==> src/rtl/add3_rr_sched.sv <==
// add3_rr_sched: four requesters share one two-stage a+b+c adder pipeline.
// A round-robin arbiter picks one requester per cycle. The whole pipeline
// stalls together whenever the output holds an unconsumed response.
module add3_rr_sched (
    input  logic        clk,
    input  logic        rst_n,
    input  logic [3:0]  req_valid,
    input  logic [39:0] req_a,
    input  logic [39:0] req_b,
    input  logic [39:0] req_c,
    output logic [3:0]  req_ready,
    output logic        rsp_valid,
    output logic [1:0]  rsp_id,
    output logic [11:0] rsp_sum,
    input  logic        rsp_ready,
    output logic        busy
);

    // Per-requester operand views
    logic [9:0] a_arr [4];
    logic [9:0] b_arr [4];
    logic [9:0] c_arr [4];

    genvar gi;
    generate
        for (gi = 0; gi < 4; gi++) begin : g_unpack
            assign a_arr[gi] = req_a[10*gi +: 10];
            assign b_arr[gi] = req_b[10*gi +: 10];
            assign c_arr[gi] = req_c[10*gi +: 10];
        end
    endgenerate

    // Arbiter pointer and pipeline state
    logic [1:0]  ptr_q,       ptr_d;
    logic        s1_valid_q,  s1_valid_d;
    logic [10:0] s1_ab_q,     s1_ab_d;
    logic [9:0]  s1_c_q,      s1_c_d;
    logic [1:0]  s1_id_q,     s1_id_d;
    logic        rsp_valid_q, rsp_valid_d;
    logic [11:0] rsp_sum_q,   rsp_sum_d;
    logic [1:0]  rsp_id_q,    rsp_id_d;

    // Arbitration results
    logic        adv;
    logic        gnt_any;
    logic [1:0]  gnt_idx;
    logic        accept;
    logic [9:0]  sel_a;
    logic [9:0]  sel_b;
    logic [9:0]  sel_c;

    // The pipeline moves only when the output slot is free or being drained.
    assign adv = !rsp_valid_q || rsp_ready;

    // Round-robin search starting at ptr; the first requesting index wins.
    always_comb begin
        logic [1:0] idx;
        gnt_any = 1'b0;
        gnt_idx = ptr_q;
        idx     = ptr_q;
        for (int k = 0; k < 4; k++) begin
            idx = ptr_q + 2'(k);
            if (!gnt_any && req_valid[idx]) begin
                gnt_any = 1'b1;
                gnt_idx = idx;
            end
        end
    end

    // A grant is only offered when the pipeline can take it and reset is
    // released, so req_ready is one-hot or zero and never asserted in reset.
    always_comb begin
        accept    = adv && gnt_any && rst_n;
        req_ready = 4'b0000;
        if (accept) begin
            req_ready = 4'b0001 << gnt_idx;
        end
    end

    // Steer the granted requester's operands into stage 1.
    always_comb begin
        sel_a = a_arr[gnt_idx];
        sel_b = b_arr[gnt_idx];
        sel_c = c_arr[gnt_idx];
    end

    // Pointer moves past the winner only on a real handshake.
    always_comb begin
        ptr_d = ptr_q;
        if (accept) begin
            ptr_d = gnt_idx + 2'd1;
        end
    end

    // Stage 1: partial sum a+b, carry c and the owner id forward.
    always_comb begin
        s1_valid_d = s1_valid_q;
        s1_ab_d    = s1_ab_q;
        s1_c_d     = s1_c_q;
        s1_id_d    = s1_id_q;
        if (adv) begin
            s1_valid_d = accept;
            s1_ab_d    = {1'b0, sel_a} + {1'b0, sel_b};
            s1_c_d     = sel_c;
            s1_id_d    = gnt_idx;
        end
    end

    // Stage 2: final sum; a bubble in stage 1 becomes rsp_valid=0.
    always_comb begin
        rsp_valid_d = rsp_valid_q;
        rsp_sum_d   = rsp_sum_q;
        rsp_id_d    = rsp_id_q;
        if (adv) begin
            rsp_valid_d = s1_valid_q;
            rsp_sum_d   = {1'b0, s1_ab_q} + {2'b00, s1_c_q};
            rsp_id_d    = s1_id_q;
        end
    end

    // State registers; reset discards everything in flight.
    always_ff @(posedge clk or negedge rst_n) begin
        if (!rst_n) begin
            ptr_q       <= 2'd0;
            s1_valid_q  <= 1'b0;
            s1_ab_q     <= 11'd0;
            s1_c_q      <= 10'd0;
            s1_id_q     <= 2'd0;
            rsp_valid_q <= 1'b0;
            rsp_sum_q   <= 12'd0;
            rsp_id_q    <= 2'd0;
        end else begin
            ptr_q       <= ptr_d;
            s1_valid_q  <= s1_valid_d;
            s1_ab_q     <= s1_ab_d;
            s1_c_q      <= s1_c_d;
            s1_id_q     <= s1_id_d;
            rsp_valid_q <= rsp_valid_d;
            rsp_sum_q   <= rsp_sum_d;
            rsp_id_q    <= rsp_id_d;
        end
    end

    assign rsp_valid = rsp_valid_q;
    assign rsp_sum   = rsp_sum_q;
    assign rsp_id    = rsp_id_q;
    assign busy      = s1_valid_q || rsp_valid_q;

endmodule

==> config.mk <==
export PLATFORM = sky130hd
export DESIGN_NAME = add3_rr_sched
export DESIGN_NICKNAME = d
export VERILOG_FILES = /design/src/rtl/add3_rr_sched.sv
export SDC_FILE = /design/constraint.sdc
export NUM_CORES = 1
export LEC_CHECK = 0
export BUFFER_PORTS_ARGS = -buffer_cell sky130_fd_sc_hd__buf_2
export CAP_MARGIN = 25
export CORE_MARGIN = 2
export CORE_UTILIZATION = 54
export CTS_BUF_LIST = sky130_fd_sc_hd__clkbuf_4 sky130_fd_sc_hd__clkbuf_8
export DETAILED_ROUTE_END_ITERATION = 8
export PLACE_DENSITY = 0.89
export SLEW_MARGIN = 20
export SYNTH_ARGS = -nofsm -noshare
export SYNTH_HDL_FRONTEND = slang
export SYNTH_SLANG_ARGS = --single-unit
==> constraint.sdc <==
create_clock -name clk -period 4.9 [get_ports clk]
set_clock_uncertainty 0.1 [all_clocks]
set_input_delay 0 -clock clk [delete_from_list [all_inputs] [get_ports clk]]
set_output_delay 0 -clock clk [all_outputs]
set_load 0.02 [all_outputs]
==> reports/summary.txt, run 1 <==
Final HPWL DP = 6990 um
Cell accounting for the most synthesized area = dfrtp_1
Met3 Track Usage GR = 0.0338
Layout overhead on the synthesized area = 31.2%
Footprint of the multi-input gates = 0.00218 mm2
Mapped Area = 0.00339 mm2
Leading post-synthesis cells by cell area = dfrtp_1 (30%), ha_1 (8.9%), mux4_2 (7.3%)
Share of Yosys cell area claimed by the top area cell type = 0.303
Final antenna-violating net count = 0
Worst endpoint required time = 4.98 ns
Post-CTS Setup Bufs = 0
Number of synthesized register bits = 41
Max-slew violations = 0
Clock-pin slew on the worst setup and hold paths = 0.08 ns
Crit path DAT = 4.07 ns
# setup viols final = 0
Total design power = 2.66 mW
Largest net degree at the start of global routing = 43
Slew @ Worst Pin = 0.692 ns
Initial drt markers = 184
Port Buffers = 146
IO Count = 147
Clock share of power = 0.086
CP delay by family, top = compound AO/OA/AOI/OAI gates
Final Cycle Share = 0.814
Combinational power share = 0.681
Critical Path Start Type = register
Dominant synthesized flop cell = dfrtp_1
Setup CP Type = reg -> reg
H-tree depth = 2
M1 GR Usage = 0.306
Core box area = 0.00599 mm2
RSZ-0062 raised after global routing = no
Register area = 0.00103 mm2
Worst-path fanout max = 16
Maximum vdd drop = 0.366 mV
Async set-reset flop share out of synthesis = 1.00
Tmin final = 3.99 ns
Slowest stage delay, CP = 0.60 ns
Initial antenna violation count = 0
Layout cells sized above 1 = 0.375
Die Ht = 83.2 um
Clock tree buffer depth = 2
Final Hold Viols = 0
Total Die Area = 0.00693 mm2
Final wirelength = 9170 um
CTS Buf Count = 5
Setup TNS = 0 ns
Worst skew pair latency = 0.29 ns
Remaining global-route overflow = 0
Vias in the first global route = 3354
Mapped Nets = 493
Busiest grt layer = met2
Worst path bufs/invs = 1
Ys Warns = 0
Syn Inst Count = 340
Hold Crit Class = in -> async
Number of synthesized flops with an enable pin = 0
CP most frequent cell = o21ai_1
Clock root buffer = clkbuf_8
DR vias/cell = 5.81
Routed length per placed instance = 15.8 um
DRC viols = 0
Filler instances = 428
Element type at the critical path end = register
PD cells = 599 mW/mm2
Post-CTS Resized = 0
Cell row count = 28
Internal power = 1.47 mW
Worst slew margin = 0.536
Overall Global Routing Usage = 0.266
Switch share = 0.450
Die width = 83.2 um
LEAKAGE = 2.21 nW
Status = finished, final reports clean
DRT Pass-1 Iters = 4
Synth cell types = 55
NumNets Final = 657
Sw power = 1.20 mW
Starting density of the core = 0.566
CP max stage cell = mux4_1
Crit-path cells = and2b_1 > o21ai_1 > o221a_2 > buf_4 > mux4_1 > ha_1 > nor2b_1 > o21a_1 > o21ai_1 > a211oi_1 > or3_1 > a31o_2
Global-route wire length before repair = 15100 um
GR Util met2 = 0.502
Hold Buf Count CTS = 22
Highest Clock Rate = 251 MHz
Ant diodes = 0
CTS Sinks = 41
Sequential fraction of the synthesis area = 0.303
GP Congestion = 0.891
Vias = 3362
Mean Syn Cell Area = 9.97 um2
Flop pwr share = 0.233
CTS tree = built
Max-Cap Viols = 0
cells in the final DEF, fill, tap and decap left out, types with 5 or more instances in the layout:
cell           netlist  final
a21oi_1             30     30
and2_1               6      6
buf_2                1    146
buf_4                0      5
clkbuf_8             0      6
dfrtp_1             41     41
dlygate4sd3_1        0     22
ha_1                24     24
inv_1               14     14
mux2_2               9      9
mux2i_1             15     15
mux4_1               7      7
mux4_2              11     11
nand2_1             31     31
nor2_1              26     26
nor3_1               5      5
o21ai_0             18     18
o22ai_1             10     10
xor2_1               7      7
worst paths after layout:
check / startpoint / endpoint / slack, ns / cells after the start
min reg2reg: rsp_sum[7]$_DFFE_PN0N_ / rsp_sum[7]$_DFFE_PN0N_ / 0.38 / 2
min: rst_n / s1_ab_q[1]$_DFFE_PN0N_ / 0.01 / 2
max in group asynchronous: rst_n / s1_ab_q[6]$_DFFE_PN0N_ / 4.23 / 3
max reg2reg: ptr_q[0]$_DFFE_PN0P_ / s1_ab_q[8]$_DFFE_PN0N_ / 0.91 / 12
min in group clk: req_c[10] / s1_c_q[0]$_DFFE_PN0N_ / 0.02 / 4
max: ptr_q[0]$_DFFE_PN0P_ / s1_ab_q[8]$_DFFE_PN0N_ / 0.91 / 12
cell families after synthesis:
kind of cell               Yosys count  synth area share
xor gates and xnor gates             9            0.0232
AOI/OAI and AO/OA                   90             0.170
DFF                                 41             0.303
and+or+nand+nor                    100             0.143
muxes                               43             0.205
buffers and inverters               31            0.0561
adders and majority gates           26             0.100
power groups by stage:
stage | sequential (mW) | clock [mW] | combinational [mW]
floorplan | 0.663 | 0 | 1.34
CTS | 0.617 | 0.232 | 1.80
global placement | 0.615 | 0 | 1.67
detailed placement | 0.623 | 0 | 1.75
global route | 0.638 | 0.247 | 2.02
finish | 0.622 | 0.229 | 1.81
worst reg2reg max path, delay by kind of cell (launching register included):
family                     cells  cell delay [ns]
AOI/OAI and AO/OA              6             1.38
adders and majority gates      1             0.35
buffers and inverters          1             0.35
DFF                            1             0.41
muxes                          1             0.60
and+or+nand+nor                3             0.70
sequential cells by signal (all words and copies together), names as in the netlist:
| name | cells |
|---|---|
| rsp_sum | 12 |
| s1_valid_q | 1 |
| rsp_valid | 1 |
| s1_ab_q | 11 |
| s1_id_q | 2 |
| rsp_id | 2 |
| ptr_q | 2 |
| s1_c_q | 10 |
layout make-up:
cell class	instances	share of cell area
Multi-Input combinational cell	268	0.489
Sequential cell	41	0.231
Inverter	14	0.0118
Timing Repair Buffer	174	0.227
Clock buffer	7	0.0203
Tap cell	75	0.0211
synthesized netlist by cell type (all sizes together), types with 7 or more instances:
cell type,number
nor2,27
o21ai,22
mux2i,15
mux4,18
mux2,10
dfrtp,41
a21oi,30
inv,14
nand2,32
o22ai,10
xor2,7
buf,11
ha,24
layer usage:
layer / vias up / part of all wire
met5: - / 0
met4: 0 / 0.024
met3: 22 / 0.069
met2: 178 / 0.53
met1: 1574 / 0.38
li1: 1588 / -
stage by stage:
step                utilization  cells  hold WS [ns]  cell area [um2]  worst slack, ns
finish                    0.742    579        0.0131             4450            0.912
detailed placement        0.687    549        0.0837             4120            0.914
CTS                       0.739    578        0.0156             4430            0.893
global route              0.742    579        0.0319             4450            0.701
global placement          0.687    549        0.0720             4120             1.15
floorplan                     -    340        -0.396             3390             1.66
(Power assumes the default switching activity.)
==> inputs of run 2 (changes only) <==
--- a/config.mk
+++ b/config.mk
@@ -8,10 +8,10 @@
 export BUFFER_PORTS_ARGS = -buffer_cell sky130_fd_sc_hd__buf_2
 export CAP_MARGIN = 25
 export CORE_MARGIN = 2
-export CORE_UTILIZATION = 54
+export CORE_UTILIZATION = 45
 export CTS_BUF_LIST = sky130_fd_sc_hd__clkbuf_4 sky130_fd_sc_hd__clkbuf_8
 export DETAILED_ROUTE_END_ITERATION = 8
-export PLACE_DENSITY = 0.89
+export PLACE_DENSITY = 0.79
 export SLEW_MARGIN = 20
 export SYNTH_ARGS = -nofsm -noshare
 export SYNTH_HDL_FRONTEND = slang
==> constraint.sdc (replaced) <==
create_clock -name clk -period 3.3 [get_ports clk]
set_clock_uncertainty 0.1 [all_clocks]
set_input_delay 0 -clock clk [delete_from_list [all_inputs] [get_ports clk]]
set_output_delay 0 -clock clk [all_outputs]
set_load 0.02 [all_outputs]
==> run 2 against run 1 <==
  * Sequential share of layout area shrank 1.2 points
  * Clock power grew 84%
  * Die area grew 19%
  * Critical path depth rose by 1
  * Cell area grew 5.7%
  * Highest routed layer unchanged
  * Sequential power rose by 49%
  * Via count down 0.83%
  * Non-clock buffer count increased by 18
  * Register-to-register slack got worse by 0.91 ns
==> reports/summary.txt, run 2 (synthesized netlist as in run 1, its figures left out) <==
Worst-path fanout max = 6 (was 16)
Sw power = 1.85 mW (was 1.20 mW)
Global-route wire length before repair = 14700 um (was 15100 um)
Commonest non-fill, non-tap cell in the layout = buf_2 (unchanged)
Port Buffers = 146 (unchanged)
Worst endpoint required time = 3.38 ns (was 4.98 ns)
Routed length per placed instance = 14.7 um (was 15.8 um)
Filler instances = 632 (was 428)
Ant diodes = 0 (unchanged)
Worst path bufs/invs = 1 (unchanged)
Final HPWL DP = 6900 um (was 6990 um)
Clock share of power = 0.097 (was 0.086)
Highest Clock Rate = 304 MHz (was 251 MHz)
DRT Pass-1 Iters = 4 (unchanged)
CP most frequent cell = o21ai_2 (was o21ai_1)
Core box area = 0.00729 mm2 (was 0.00599 mm2)
Status = finished, final reports clean (unchanged)
Hold EP = s1_c_q[9]$_DFFE_PN0N_
CTS Buf Count = 5 (unchanged)
Max-slew violations = 0 (unchanged)
Final Hold Viols = 0 (unchanged)
Overall Global Routing Usage = 0.219 (was 0.266)
PD cells = 921 mW/mm2 (was 599 mW/mm2)
Total design power = 4.33 mW (was 2.66 mW)
Cell row count = 31 (was 28)
Worst Hold Launch = req_c[19]
Final antenna-violating net count = 0 (unchanged)
Vias = 3334 (was 3362)
# setup viols final = 0 (unchanged)
Final Cycle Share = 0.998 (was 0.814)
NumNets Final = 675 (was 657)
Clock root buffer = clkbuf_8 (unchanged)
Layout cells sized above 1 = 0.428 (was 0.375)
RSZ-0062 raised after global routing = yes (was no)
FF-to-FF setup slack = 0.007 ns (was 0.91 ns)
Clock-pin slew on the worst setup and hold paths = 0.08 ns (about the same)
Starting density of the core = 0.465 (was 0.566)
Worst slew margin = 0.538 (was 0.536)
Maximum vdd drop = 0.459 mV (was 0.366 mV)
Remaining global-route overflow = 0 (unchanged)
Initial drt markers = 143 (was 184)
Worst skew pair latency = 0.30 ns (was 0.29 ns)
Setup CP Type = reg -> reg (unchanged)
H-tree depth = 2 (unchanged)
Die width = 90.8 um (was 83.2 um)
Tmin final = 3.29 ns (was 3.99 ns)
Final instance area = 0.00470 mm2 (was 0.00445 mm2)
Switch share = 0.428 (was 0.450)
Largest net degree at the start of global routing = 42 (was 43)
Register-to-Register Path Depth = 13 (was 12)
Max reg flops = 12 (unchanged)
GP Congestion = 0.795 (was 0.891)
Critical Path Start Type = register (unchanged)
CP delay by family, top = compound AO/OA/AOI/OAI gates (unchanged)
Internal power = 2.48 mW (was 1.47 mW)
Flop pwr share = 0.214 (was 0.233)
Final Util = 0.645 (was 0.742)
RR Endpoint = s1_ab_q[8]$_DFFE_PN0N_ (unchanged)
Final wirelength = 9170 um (about the same)
LEAKAGE = 2.30 nW (was 2.21 nW)
Most frequent cells in the layout = buf_2 (146), dfrtp_1 (40), nand2_1 (31), a21oi_1 (27), nor2_1 (26) (was buf_2 (146), dfrtp_1 (41), nand2_1 (31), a21oi_1 (30), nor2_1 (26))
Total Die Area = 0.00825 mm2 (was 0.00693 mm2)
Vias in the first global route = 3341 (was 3354)
Slew @ Worst Pin = 0.692 ns (about the same)
Element type at the critical path end = register (unchanged)
Layout overhead on the synthesized area = 38.7% (was 31.2%)
DP Area = 0.00425 mm2 (was 0.00412 mm2)
IO Count = 147 (unchanged)
Fin cells = 622 (was 579)
Post-Place Cells = 586 (was 549)
Die Ht = 90.8 um (was 83.2 um)
Hold Crit Class = in -> reg (was in -> async)
Worst Hold Path Cells = 4
Crit path DAT = 3.37 ns (was 4.07 ns)
Slowest stage delay, CP = 0.55 ns (was 0.60 ns)
Max-Cap Viols = 0 (unchanged)
CTS Sinks = 41 (unchanged)
Combinational power share = 0.688 (was 0.681)
Crit-path cells = and2b_1 > o21ai_2 > o221a_4 > mux4_2 > ha_4 > inv_2 > fa_2 > nor2b_1 > o21a_1 > o21ai_2 > a211oi_2 > or3_1 > a31o_2 (was and2b_1 > o21ai_1 > o221a_2 > buf_4 > mux4_1 > ha_1 > nor2b_1 > o21a_1 > o21ai_1 > a211oi_1 > or3_1 > a31o_2)
DRC viols = 0 (unchanged)
CTS tree = built (unchanged)
Initial antenna violation count = 0 (unchanged)
Clock tree buffer depth = 2 (unchanged)
RR Startpoint = ptr_q[0]$_DFFE_PN0P_ (unchanged)
DR vias/cell = 5.36 (was 5.81)
CP max stage cell = mux4_2 (was mux4_1)
run 2: cell count changes in the layout (fill, tap and decap cells not counted), sizes merged:
| cell | before | now |
|---|---|---|
| buf | 152 | 169 |
| bufinv | 0 | 1 |
| clkbuf | 7 | 6 |
| clkinvlp | 0 | 1 |
| dlygate4sd3 | 22 | 23 |
run 2: power groups by stage:
stage,logic [mW],clock network (mW),registers (mW)
global route,3.33,0.455,0.953
global placement,2.63,0,0.919
floorplan,1.99,0,0.985
CTS,2.83,0.433,0.924
finish,2.98,0.422,0.928
detailed placement,2.73,0,0.931
run 2: metrics by stage:
step           setup slack [ns]  TNS (ns)  hold WS, ns
2_1_floorplan            0.0558         0       -0.396
3_3_place_gp             0.0670         0       0.0493
3_5_place_dp            -0.0443   -0.0443       0.0513
4_1_cts                 -0.0312   -0.0312      0.00352
5_1_grt                  -0.120    -0.170       0.0103
6_report                0.00693         0      0.00622
run 2: layer usage:
| layer | vias up | global-route usage | part of all wire |
|---|---|---|---|
| met1 | 1553 | 0.259 | 0.41 |
| met5 | - | 0 | 0 |
| met4 | 0 | 0.0593 | 0.020 |
| met2 | 138 | 0.410 | 0.52 |
| li1 | 1626 | - | - |
| met3 | 17 | 0.0326 | 0.054 |
run 2: what timing repair did:
item,CTS,global route
setup endpoints to repair,2,6
cloned,0,0
gates resized for setup,2,19
hold buffers,23,0
hold endpoints to repair,51,0
pin swaps,1,12
buffers inserted,0,5
run 2: worst reg2reg max path, cell delays in order (launching register included):
cell and delay (ns):
dfrtp_1 0.36, and2b_1 0.21, o21ai_2 0.13, o221a_4 0.25, mux4_2 0.55, ha_4 0.19, inv_2 0.05, fa_2 0.20
nor2b_1 0.05, o21a_1 0.21, o21ai_2 0.18, a211oi_2 0.10, or3_1 0.37, a31o_2 0.23
run 2: worst max-delay path by stage:
stage,from,to,slack (ns),cells after the start
global placement,ptr_q[0]$_DFFE_PN0P_,s1_ab_q[8]$_DFFE_PN0N_,0.07,13
detailed placement,ptr_q[1]$_DFFE_PN0P_,s1_ab_q[8]$_DFFE_PN0N_,-0.04,13
CTS,ptr_q[0]$_DFFE_PN0P_,s1_ab_q[8]$_DFFE_PN0N_,-0.03,11
finish,ptr_q[0]$_DFFE_PN0P_,s1_ab_q[8]$_DFFE_PN0N_,0.007,13
floorplan,ptr_q[0]$_DFFE_PN0P_,s1_ab_q[8]$_DFFE_PN0N_,0.06,14
global route,ptr_q[1]$_DFFE_PN0P_,s1_ab_q[8]$_DFFE_PN0N_,-0.12,13
run 2: final cells by class:
| class | instances | area, um2 | share of cell area |
|---|---|---|---|
| clock buffers | 6 | 82.6 | 0.0176 |
| clock inverters | 2 | 37.5 | 0.00798 |
| inverters | 14 | 52.6 | 0.0112 |
| multi-input cells | 268 | 2240 | 0.477 |
| flip-flops and latches | 41 | 1030 | 0.218 |
| well taps | 99 | 124 | 0.0263 |
| repair buffers | 192 | 1140 | 0.242 |
